## src/rtl/fsm_cmd_sequencer.sv

```systemverilog
// Command sequencer: drives a code onto a controlled FSM's user_input bus, then waits a bounded time for its ack code.
// Optional build macro CMD_SEQ_STICKY_ERR_EN adds the err_sticky output.
module fsm_cmd_sequencer #(
    parameter int         HOLD_W    = 4,
    parameter int         TIMEOUT   = 16,
    parameter logic [2:0] IDLE_CODE = 3'b000
) (
    input  logic              clk,
    input  logic              rst_n,
    input  logic              cmd_valid,
    output logic              cmd_ready,
    input  logic [2:0]        cmd_code,
    input  logic [HOLD_W-1:0] cmd_hold,
    input  logic [2:0]        cmd_expect,
    output logic [2:0]        user_input,
    input  logic [2:0]        fsm_out,
    output logic              done,
    output logic              timeout_err
`ifdef CMD_SEQ_STICKY_ERR_EN
   ,output logic              err_sticky
`endif
);

    typedef enum logic [1:0] {
        ST_IDLE     = 2'd0,
        ST_DRIVE    = 2'd1,
        ST_WAIT_ACK = 2'd2,
        ST_RSVD     = 2'd3
    } state_e;

    localparam int                WAIT_W    = $clog2(TIMEOUT + 1);
    localparam logic [WAIT_W-1:0] WAIT_LAST = WAIT_W'(TIMEOUT - 1);
    localparam logic [WAIT_W-1:0] WAIT_SAT  = {WAIT_W{1'b1}};
    localparam logic [HOLD_W-1:0] HOLD_SAT  = {HOLD_W{1'b1}};

    // Stored as a plain 2-bit vector so every encoding, including unreached ones, is representable.
    logic [1:0]        state_q,       state_d;
    logic [HOLD_W-1:0] hold_cnt_q,    hold_cnt_d;
    logic [WAIT_W-1:0] wait_cnt_q,    wait_cnt_d;
    logic [2:0]        code_q,        code_d;
    logic [HOLD_W-1:0] hold_q,        hold_d;
    logic [2:0]        expect_q,      expect_d;
    logic [2:0]        user_input_q,  user_input_d;
    logic              cmd_ready_q,   cmd_ready_d;
    logic              done_q,        done_d;
    logic              timeout_err_q, timeout_err_d;

    logic accept;
    logic hold_last;
    logic ack_match;
    logic wait_last;

    assign accept    = cmd_valid && cmd_ready_q;
    assign hold_last = (hold_cnt_q >= hold_q);
    assign ack_match = (fsm_out == expect_q);
    assign wait_last = (wait_cnt_q >= WAIT_LAST);

    always_comb begin
        state_d       = state_q;
        hold_cnt_d    = hold_cnt_q;
        wait_cnt_d    = wait_cnt_q;
        code_d        = code_q;
        hold_d        = hold_q;
        expect_d      = expect_q;
        user_input_d  = IDLE_CODE;
        cmd_ready_d   = 1'b0;
        done_d        = 1'b0;
        timeout_err_d = 1'b0;

        case (state_q)
            ST_IDLE: begin
                cmd_ready_d = 1'b1;
                hold_cnt_d  = '0;
                wait_cnt_d  = '0;
                if (accept) begin
                    code_d       = cmd_code;
                    hold_d       = cmd_hold;
                    expect_d     = cmd_expect;
                    state_d      = ST_DRIVE;
                    user_input_d = cmd_code;
                    cmd_ready_d  = 1'b0;
                end
            end

            ST_DRIVE: begin
                if (hold_last) begin
                    state_d      = ST_WAIT_ACK;
                    wait_cnt_d   = '0;
                    user_input_d = IDLE_CODE;
                end else begin
                    user_input_d = code_q;
                    if (hold_cnt_q != HOLD_SAT) begin
                        hold_cnt_d = hold_cnt_q + 1'b1;
                    end
                end
            end

            ST_WAIT_ACK: begin
                // A match on the final allowed cycle takes priority over the timeout.
                if (ack_match) begin
                    done_d      = 1'b1;
                    state_d     = ST_IDLE;
                    cmd_ready_d = 1'b1;
                    hold_cnt_d  = '0;
                    wait_cnt_d  = '0;
                end else if (wait_last) begin
                    timeout_err_d = 1'b1;
                    state_d       = ST_IDLE;
                    cmd_ready_d   = 1'b1;
                    hold_cnt_d    = '0;
                    wait_cnt_d    = '0;
                end else if (wait_cnt_q != WAIT_SAT) begin
                    wait_cnt_d = wait_cnt_q + 1'b1;
                end
            end

            default: begin
                state_d     = ST_IDLE;
                cmd_ready_d = 1'b1;
                hold_cnt_d  = '0;
                wait_cnt_d  = '0;
            end
        endcase
    end

`ifdef CMD_SEQ_STICKY_ERR_EN
    logic err_sticky_q, err_sticky_d;

    always_comb begin
        err_sticky_d = err_sticky_q | timeout_err_d | (state_q == ST_RSVD);
    end

    assign err_sticky = err_sticky_q;
`endif

    always_ff @(posedge clk) begin
        if (!rst_n) begin
            state_q       <= ST_IDLE;
            hold_cnt_q    <= '0;
            wait_cnt_q    <= '0;
            user_input_q  <= IDLE_CODE;
            cmd_ready_q   <= 1'b1;
            done_q        <= 1'b0;
            timeout_err_q <= 1'b0;
`ifdef CMD_SEQ_STICKY_ERR_EN
            err_sticky_q  <= 1'b0;
`endif
        end else begin
            state_q       <= state_d;
            hold_cnt_q    <= hold_cnt_d;
            wait_cnt_q    <= wait_cnt_d;
            user_input_q  <= user_input_d;
            cmd_ready_q   <= cmd_ready_d;
            done_q        <= done_d;
            timeout_err_q <= timeout_err_d;
`ifdef CMD_SEQ_STICKY_ERR_EN
            err_sticky_q  <= err_sticky_d;
`endif
        end
        // Captured command fields are only read after a capture, so they need no reset.
        code_q   <= code_d;
        hold_q   <= hold_d;
        expect_q <= expect_d;
    end

    assign cmd_ready   = cmd_ready_q;
    assign user_input  = user_input_q;
    assign done        = done_q;
    assign timeout_err = timeout_err_q;

endmodule

```

## config.mk

```make
export PLATFORM = sky130hd
export DESIGN_NAME = fsm_cmd_sequencer
export DESIGN_NICKNAME = d
export VERILOG_FILES = /design/src/rtl/fsm_cmd_sequencer.sv
export SDC_FILE = /design/constraint.sdc
export NUM_CORES = 1
export LEC_CHECK = 0
export BUFFER_PORTS_ARGS = -buffer_cell sky130_fd_sc_hd__buf_4
export CORE_MARGIN = 2
export CORE_UTILIZATION = 53
export CTS_CLUSTER_SIZE = 8
export DETAILED_ROUTE_END_ITERATION = 8
export GPL_TIMING_DRIVEN = 0
export PLACE_DENSITY = 0.85
export SLEW_MARGIN = 10
export SYNTH_ARGS = -nofsm -noshare
export SYNTH_HDL_FRONTEND = slang
export SYNTH_SLANG_ARGS = --single-unit
```

## constraint.sdc

```tcl
create_clock -name clk -period 2.5 [get_ports clk]
set_clock_uncertainty 0.15 [all_clocks]
set_input_delay 0.25 -clock clk [delete_from_list [all_inputs] [get_ports clk]]
set_output_delay 0.25 -clock clk [all_outputs]
set_load 0.1 [all_outputs]
```

==> impl_results.md <==
- Post-Syn Area per Cell: 10.3 sq um
- Number of flops mapped to enable cells by yosys: 10
- Vias in the first global route: 1093
- First-pass GRT wire length: 5.00 mm
- Final ANT Viol Nets: 0
- Number of fill cells in the layout: 150
- Setup crit start kind: flop
- Total Neg Setup Slack: 0 ps
- Worst path arrival time: 2390 ps
- Switch Pwr: 0.252 mW
- Io pins: 22
- CP Cell Sequence: inv_1, ha_1, nand2b_4, a2111o_1, a21oi_2, buf_4, a21oi_1, a311oi_1
- Num CTS Buffers: 3
- DRC: 0
- Post-layout min period: 2280 ps
- CP bufs+invs: 2
- Number of iterations in the first detailed-routing pass: 4
- Layout cells sized above 1: 0.214
- Antenna violations before repair: 0
- Total number of yosys warnings: 0
- Fin crit share: 0.910
- Power Density: 556 nW/um^2
- Cell Int Power: 0.614 mW
- Commonest non-fill, non-tap cell in the layout: buf_4
- CTS tree: built
- Max Transition Viols Final: 0
- Setup CP Type: reg -> reg
- Area Growth Syn to Fin: 26.8%
- Seq cells post-synth: 27
- Post-Syn Nets: 143
- Syn Inst Count: 119
- Asr flop ratio synth: 0
- Layout Cells excl Fill: 182
- Max stage delay cell, worst path: a2111o_1
- Switching part of the total power: 0.291
- HP Class: in -> reg
- Gpl congestion: 0.838
- Post-synth top flop: dfxtp_1
- Die Y: 52.2 um
- Crit path max fanout: 10
- Setup WS pre-CTS: 240 ps
- Clock latency at the later pin of the worst-skew pair: 330 ps
- Die ar.: 2720 sq um
- Pwr Total: 0.866 mW
- Drt wl/cell: 16.7 um
- Layout Nets: 179
- H-tree depth: 1
- Final setup viols: 0
- Final worst slack: 224 ps
- Post-DP HPWL: 1.82 mm
- Clk buf depth: 2
- Dpl cells: 168
- Clk pwr share: 0.227
- Element type at the critical path end: flop
- CTS clock-pin slew for the worst setup and hold paths: 150 ps
- # Max-Cap Violations: 0
- Worst hold margin: 47.2 ps
- Logic pwr share: 0.201
- Initial drt markers: 37
- Maximum VDD drop: 0.000525 V
- Max Clk Rate: 439 MHz
- Root Buffer Master: clkbuf_4
- Overflow after GRT: 0
- Drt total wl: 3.05 mm
- Unrepaired setup endpoints after global routing: no
- Tightest Pin Transition: 1010 ps
- Leakage power: 0.664 nW
- Tot GR Track Use: 0.256
- Largest net degree at the start of global routing: 15
- Starting Density: 0.556
- Std cell rows: 17
- Seq pwr share: 0.572
- Diode count: 0
- Vias per cell: 5.81
- Routed vias: 1057
- Netlist cell types: 34
- Most frequent cells in the layout: 22 x buf_4, 17 x dfxtp_1, 12 x nor2_1, 10 x edfxtp_1, 10 x dlygate4sd3_1
- Critical Path RT: 2610 ps
- CP max stage delay: 430 ps
- CP delay by family, top: compound AO/OA/AOI/OAI gates
- Final Hold Fails: 0
- Cell Area, Synth: 1230 sq um
- Sequential fraction of the synthesis area: 0.521
- Status: complete, no violations
- # port buffers: 21
- Clk sink count: 27
- Die Span X: 52.2 um
- Placeable Area: 2210 sq um
- Slew Limit Headroom: 0.322
[tightest hold or removal path: cells and delay by family]
family,cells,cell delay (ps)
AOI/OAI and AO/OA,1,60
and+or+nand+nor,1,60
buffers and inverters,1,130
[synthesized netlist by cell type, types with 2 or more instances]
cell / number / area share
nand3_1: 4 / 0.016
dfxtp_1: 17 / 0.28
nand2_1: 9 / 0.027
ha_1: 8 / 0.081
a21oi_1: 5 / 0.020
and3_1: 5 / 0.025
o21ai_0: 7 / 0.028
nand2b_1: 2 / 0.010
nor2_1: 12 / 0.037
nor2b_1: 2 / 0.010
nor3b_1: 2 / 0.012
inv_1: 9 / 0.027
a211oi_1: 2 / 0.012
edfxtp_1: 10 / 0.24
a22oi_1: 4 / 0.024
xnor2_1: 3 / 0.021
[logic make-up after synthesis]
| group | after synthesis | share of synthesized area |
|---|---|---|
| xor gates and xnor gates | 3 | 0.0214 |
| adders and majority gates | 8 | 0.0814 |
| DFF | 27 | 0.521 |
| buffers and inverters | 12 | 0.0407 |
| AOI/OAI and AO/OA | 27 | 0.156 |
| and+or+nand+nor | 42 | 0.180 |
[final timing paths]
check / from / to / slack [ps] / depth (start not counted)
max reg2reg: hold_cnt_q[0] / hold_cnt_q[0] / 220 / 8
min: rst_n / wait_cnt_q[2] / 50 / 3
max: hold_cnt_q[0] / hold_cnt_q[0] / 220 / 8
min reg2reg: wait_cnt_q[1] / wait_cnt_q[1] / 340 / 2
[timing repair]
action,in CTS,in global routing
hold endpoints to repair,10,0
endpoints found under the setup margin,0,1
hold buffers,10,0
buffers inserted,0,0
gates resized for setup,0,1
[sequential cells by signal (all words and copies together) (netlist names)]
| register | cells |
|---|---|
| code_q | 3 |
| hold_q | 4 |
| wait_cnt_q | 5 |
| timeout_err | 1 |
| user_input | 3 |
| expect_q | 3 |
| cmd_ready | 1 |
| done | 1 |
| state_q | 2 |
| hold_cnt_q | 4 |
[power by group through the flow]
stage | logic, mW | registers (mW) | clock network [mW]
2_1_floorplan | 0.0710 | 0.541 | 0
3_3_place_gp | 0.150 | 0.503 | 0
3_5_place_dp | 0.157 | 0.504 | 0
4_1_cts | 0.169 | 0.495 | 0.188
5_1_grt | 0.188 | 0.498 | 0.213
6_report | 0.174 | 0.496 | 0.196
[metal layers]
metal | wire length, um | up-vias | track usage | share of wire
met3 | 149 | 9 | 0.0457 | 0.049
met1 | 1140 | 511 | 0.264 | 0.37
met2 | 1680 | 40 | 0.485 | 0.55
met5 | 0 | - | 0 | 0
met4 | 72 | 0 | 0.132 | 0.024
li1 | - | 497 | - | -
[final cells by class]
cell class / instances / area [sq um] / share of cell area
plain buffers: 3 / 16.3 / 0.0104
clock buffers: 4 / 26.3 / 0.0169
inverters: 9 / 33.8 / 0.0217
multi-input cells: 80 / 549 / 0.352
flip-flops and latches: 27 / 641 / 0.411
well taps: 28 / 35.0 / 0.0225
repair buffers: 31 / 258 / 0.165
[per-stage QoR]
stage	util	instance area, sq um
2_1_floorplan	-	1230
3_3_place_gp	0.645	1430
3_5_place_dp	0.645	1430
4_1_cts	0.702	1550
5_1_grt	0.705	1560
6_report	0.705	1560
No activity file was read; power rests on OpenSTA's default activity.
